### config.mk
export PLATFORM = sky130hd
export DESIGN_NAME = i2c_txn_arbiter
export DESIGN_NICKNAME = d
export VERILOG_FILES = /design/src/rtl/i2c_txn_arbiter.sv
export SDC_FILE = /design/constraint.sdc
export NUM_CORES = 1
export LEC_CHECK = 0
export ABC_CLOCK_PERIOD_IN_PS = 2600
export CELL_PAD_IN_SITES_DETAIL_PLACEMENT = 1
export CELL_PAD_IN_SITES_GLOBAL_PLACEMENT = 2
export CORE_MARGIN = 2
export CORE_UTILIZATION = 26
export CTS_BUF_LIST = sky130_fd_sc_hd__clkbuf_16
export CTS_CLUSTER_DIAMETER = 60
export DETAILED_ROUTE_END_ITERATION = 10
export GPL_ROUTABILITY_DRIVEN = 0
export GPL_TIMING_DRIVEN = 0
export PLACE_DENSITY_LB_ADDON = 0.1
export SETUP_SLACK_MARGIN = 0.2
export SKIP_CTS_REPAIR_TIMING = 1
export SYNTH_ARGS = -nofsm -noshare
export SYNTH_HDL_FRONTEND = slang
export SYNTH_SLANG_ARGS = --single-unit
### constraint.sdc
create_clock -name clock_i -period 2.6 [get_ports clock_i]
set_input_delay 0.26 -clock clock_i [delete_from_list [all_inputs] [get_ports clock_i]]
set_output_delay 0.26 -clock clock_i [all_outputs]
set_load 0.01 [all_outputs]
### src/rtl/i2c_txn_arbiter.sv
// Round-robin arbiter sharing one I2C master between NREQ clients: latches the
// winner's command, pulses the master enable, then tracks busy/dvalid to completion.
module i2c_txn_arbiter #(
  parameter int NREQ     = 2,
  parameter int START_TO = 15
) (
  input  logic              clock_i,
  input  logic              reset_i,
  input  logic [NREQ-1:0]   req_i,
  input  logic [NREQ-1:0]   rw_i,
  input  logic [NREQ-1:0]   ur_i,
  input  logic [7*NREQ-1:0] devadr_i,
  input  logic [8*NREQ-1:0] regadr_i,
  input  logic [8*NREQ-1:0] wdat_i,
  input  logic [16*NREQ-1:0] datnum_i,
  output logic [NREQ-1:0]   gnt_o,
  output logic [7:0]        rdat_o,
  output logic [NREQ-1:0]   rvalid_o,
  output logic [NREQ-1:0]   done_o,
  output logic [NREQ-1:0]   err_o,
  output logic              m_enable_o,
  output logic              m_rw_o,
  output logic              m_ur_o,
  output logic [6:0]        m_devadr_o,
  output logic [7:0]        m_regadr_o,
  output logic [7:0]        m_dat_o,
  output logic [15:0]       m_datnum_o,
  input  logic              m_busy_i,
  input  logic              m_dvalid_i,
  input  logic [7:0]        m_dat_i
);

  localparam int IW = (NREQ > 1) ? $clog2(NREQ) : 1;

  typedef enum logic [2:0] {ARB, LAUNCH, WAIT_BUSY, RUN, DONE} state_t;

  state_t          state, state_next;
  logic [IW-1:0]   rr_ptr, gnt_idx, pick_idx;
  logic [NREQ-1:0] pick_onehot;
  logic            pick_valid;
  logic [3:0]      start_cnt;
  logic            start_expired;
  logic            timeout;
  logic [15:0]     byte_cnt;
  logic [15:0]     want_cnt;
  logic            txn_err;

  logic [6:0]  dev_arr [NREQ];
  logic [7:0]  reg_arr [NREQ];
  logic [7:0]  wd_arr  [NREQ];
  logic [15:0] dn_arr  [NREQ];

  for (genvar gi = 0; gi < NREQ; gi++) begin : g_unpack
    assign dev_arr[gi] = devadr_i[7*gi +: 7];
    assign reg_arr[gi] = regadr_i[8*gi +: 8];
    assign wd_arr[gi]  = wdat_i[8*gi +: 8];
    assign dn_arr[gi]  = datnum_i[16*gi +: 16];
  end

  // First requester at or above the rr pointer, wrapping around.
  always_comb begin
    int k;
    k           = 0;
    pick_valid  = 1'b0;
    pick_idx    = '0;
    pick_onehot = '0;
    for (int i = 0; i < NREQ; i++) begin
      k = int'(rr_ptr) + i;
      if (k >= NREQ) k = k - NREQ;
      if (!pick_valid && req_i[k]) begin
        pick_valid     = 1'b1;
        pick_idx       = IW'(k);
        pick_onehot[k] = 1'b1;
      end
    end
  end

  assign start_expired = (start_cnt == 4'(START_TO - 1));
  assign want_cnt      = (m_datnum_o == 16'd0) ? 16'd1 : m_datnum_o;
  assign txn_err       = timeout | (m_rw_o & (byte_cnt != want_cnt));

  assign m_enable_o = (state == LAUNCH);
  assign done_o     = (state == DONE) ? gnt_o : '0;
  assign err_o      = (state == DONE && txn_err) ? gnt_o : '0;

  always_ff @(posedge clock_i or posedge reset_i) begin
    if (reset_i) state <= ARB;
    else         state <= state_next;
  end

  always_comb begin
    state_next = state;
    case (state)
      ARB:       if (pick_valid) state_next = LAUNCH;
      LAUNCH:    state_next = WAIT_BUSY;
      WAIT_BUSY: begin
        if (m_busy_i)           state_next = RUN;
        else if (start_expired) state_next = DONE;
      end
      RUN:       if (!m_busy_i) state_next = DONE;
      DONE:      state_next = ARB;
      default:   state_next = ARB;
    endcase
  end

  always_ff @(posedge clock_i or posedge reset_i) begin
    if (reset_i) begin
      rr_ptr     <= '0;
      gnt_idx    <= '0;
      gnt_o      <= '0;
      rdat_o     <= '0;
      rvalid_o   <= '0;
      m_rw_o     <= 1'b0;
      m_ur_o     <= 1'b0;
      m_devadr_o <= '0;
      m_regadr_o <= '0;
      m_dat_o    <= '0;
      m_datnum_o <= '0;
      start_cnt  <= '0;
      timeout    <= 1'b0;
      byte_cnt   <= '0;
    end else begin
      rvalid_o <= '0;
      case (state)
        ARB: begin
          if (pick_valid) begin
            gnt_idx    <= pick_idx;
            gnt_o      <= pick_onehot;
            m_rw_o     <= rw_i[pick_idx];
            m_ur_o     <= ur_i[pick_idx];
            m_devadr_o <= dev_arr[pick_idx];
            m_regadr_o <= reg_arr[pick_idx];
            m_dat_o    <= wd_arr[pick_idx];
            m_datnum_o <= dn_arr[pick_idx];
          end
        end
        LAUNCH: begin
          start_cnt <= '0;
          timeout   <= 1'b0;
          byte_cnt  <= '0;
        end
        WAIT_BUSY: begin
          if (!m_busy_i) begin
            if (start_expired) timeout <= 1'b1;
            else               start_cnt <= start_cnt + 4'd1;
          end
        end
        RUN: begin
          // dvalid is meaningless on writes, so only reads produce bytes.
          if (m_rw_o && m_dvalid_i) begin
            rvalid_o <= gnt_o;
            rdat_o   <= m_dat_i;
            byte_cnt <= byte_cnt + 16'd1;
          end
        end
        DONE: begin
          gnt_o  <= '0;
          rr_ptr <= (gnt_idx == IW'(NREQ - 1)) ? '0 : gnt_idx + IW'(1);
        end
        default: ;
      endcase
    end
  end

endmodule

==> results.toml <==
[outcome]
status = "completed"

[place]
dp_cells = 744
dp_hpwl_um = 10100
place_ws_ns = -0.108
placed_area_sq_mm = 0.00577
port_buffers = 153

[clocking]
cts_tree = "yes"
path_clk_slew_ns = 0.06
cts_max_path_buffers = 2
cts_sinks = 79
root_buffer = "clkbuf_16"
htreeDepth = 3
numCtsBuffers = 9
insertion_delay_ns = 0.34

[floorplan]
io_pins = 154
rows = 45
initial_utilization_pct = 26.4
die-area_sq_mm = 0.0163
core-area_sq_mm = 0.0150
die_x_um = 128
die_h_um = 128

[drt]
postRouteAntennaNets = 0
viasPerCell = 4.72
drc_errors = 0
drt-pass1-iter-count = 4
wl_per_cell_um = 17.2
drtIter0Drc = 149
vias = 3605
totalWireLength_um = 13100

[setup_path]
cpLargestDelayFamily = "buffers and inverters"
reg2reg_depth = 4
cp-start-kind = "flip-flop"
slowest_stage = "clkdlybuf4s50_1"
crit_start = "state[0]$_DFFE_PP0P_"
cp.buffers_inverters = 3
cp.required_ns = 2.34
r2r_slack_ns = 0.50
end_kind = "output pin"
cp_max_fo = 10
r2r-end = "rdat_o[2]$_DFFE_PP0P_"
cp_data_arrival_time_ns = 2.08
cp_cell_sequence = "buf_2 > nor3b_4 > clkbuf_2 > clkdlybuf4s50_1"
cpPeakStageDelay_ns = 0.58
worst_r2r_startpoint = "state[2]$_DFFE_PP0P_"
path_class = "flip-flop to output pin"

[synthesis]
synth_edf_count = 0
syn_inst = 402
synth_fp_nets = 501
synth_area_sq_mm = 0.00397
synth_simple_gate_area_share_pct = 15.3
synth_top_area_cell = "dfrtp_1"
synth_ff_type = "dfrtp_1"
ys_ff_latch = 79
muxShareOfSynthArea_pct = 12.9
synthTopCellsByCount = "dfrtp_1, o21ai_0, nand2_1, mux2i_1, xnor2_1"
yosys.area_share.adder_pct = 0.946
synth_cell_types = 41
ys_seq_area_share_pct = 49.8
synth_top_cells_by_area = "dfrtp_1, mux2i_1, o21ai_0"
synth_top_family_by_area = "simple AND/OR/NAND/NOR gates"
ys.warnings.count = 0
synth_top_area_share_pct = 49.8
synth_compound_gate_area_share_pct = 12.8
yosysMostFrequentCell = "dfrtp_1"
async_flop_share_pct = 100
syn_avg_cell_area_sq_um = 9.87
synth_xor_xnor_area_share_pct = 4.85

[timing]
setup_viol = 0
slew_headroom_pct = 57.9
tightest_slew_ns = 0.632
max_freq_mhz = 428
slew_viol_final = 0
worst_hold_slack_ns = 0.225
fin_ws_ns = 0.261
setup_tns_ns = 0
clock_skew_ns = 0.00759
fin_crit_sh_pct = 89.9
rsz0062_at_grt = "true"
fin_crit_ns = 2.34
hold_viol_final = 0

[global_routing]
grt_max_degree = 60
grt_pass1_vias = 3819
grt_usage_pct = 16.9
grt_pass1_wl_um = 21100
antenna_found_initial = 0
globalRouteOverflowTotal = 0

[pwr]
leakagePower_nw = 2.67
peakVddDrop_mv = 0.411
power_density_mw_per_mm2 = 1010
p_total_mw = 6.14

[layout]
layout-drive-gt1-share_pct = 8.35
diodes = 0
syn2layout_area_growth_pct = 53.7
finalNetCount = 669
num-fill-cells = 1757
final_cells = 763
fin_util_pct = 40.6
final_area_sq_mm = 0.00610

[hold_path]
hold_path_class = "input port to async pin"

[job]
cap_violations = 0
## per-layer routing
| metal | GRT usage, % | part of all wire [%] |
|---|---|---|
| met1 | 20.7 | 43 |
| met4 | 3.49 | 0.78 |
| met2 | 27.3 | 48 |
| met5 | 0 | 0 |
| met3 | 7.71 | 8.1 |
## sequential cells by signal, summed over array words and instances (netlist names)
signal      flops
gnt_idx         1
m_datnum_o     16
start_cnt       4
m_rw_o          1
rvalid_o        2
m_devadr_o      7
byte_cnt       16
state           3
m_regadr_o      8
rdat_o          8
gnt_o           2
timeout         1
m_ur_o          1
rr_ptr          1
m_dat_o         8
## placed cells by master (no fill, tap or decap), drive strengths merged, types with 10 or more instances in the layout
master,n
clkdlybuf4s50,151
dfrtp,79
o21ai,60
nand2,59
mux2i,42
clkbuf,26
xnor2,18
nor2,16
a21oi,15
buf,13
inv,10
## worst max-delay path by stage
| stage | end | slack [ns] | cells after the start |
|---|---|---|---|
| detailed placement | m_enable_o | -0.11 | 4 |
| finish | m_enable_o | 0.26 | 4 |
| floorplan | byte_cnt[0]$_DFFE_PP0P_ | 0.32 | 1 |
| CTS | m_enable_o | -0.48 | 4 |
| global placement | byte_cnt[12]$_DFFE_PP0P_ | -1.31 | 2 |
| global route | m_enable_o | 0.16 | 4 |
## cell families (layout without fill, tap and decap cells)
logic type | after synthesis | count (layout)
DFF | 79 | 79
adders and majority gates | 3 | 3
muxes | 50 | 50
and+or+nand+nor | 126 | 126
xor gates and xnor gates | 22 | 22
buffers and inverters | 32 | 205
AOI/OAI and AO/OA | 90 | 90
## power breakdown
| group | internal [mW] | switching, mW |
|---|---|---|
| registers | 1.72 | 0.460 |
| logic | 1.40 | 1.31 |
| clock network | 0.729 | 0.517 |
| total | 3.85 | 2.29 |
## layout make-up
class | count | area [sq um] | share of cell area, %
buffer | 24 | 111 | 1.83
clock buffer | 9 | 225 | 3.69
clock inverter | 7 | 56.3 | 0.923
inverter | 8 | 32.5 | 0.533
multi-input combinational | 291 | 1890 | 31.0
sequential | 79 | 1980 | 32.4
tap | 188 | 235 | 3.86
timing repair buffer | 157 | 1570 | 25.8
## worst register-to-register path: stages (launching register included)
cell      delay, ns
dfrtp_1        0.48
nand3b_1       0.35
nor2_1         0.23
buf_1          0.51
mux2_2         0.41
(Power assumes the default switching activity.)
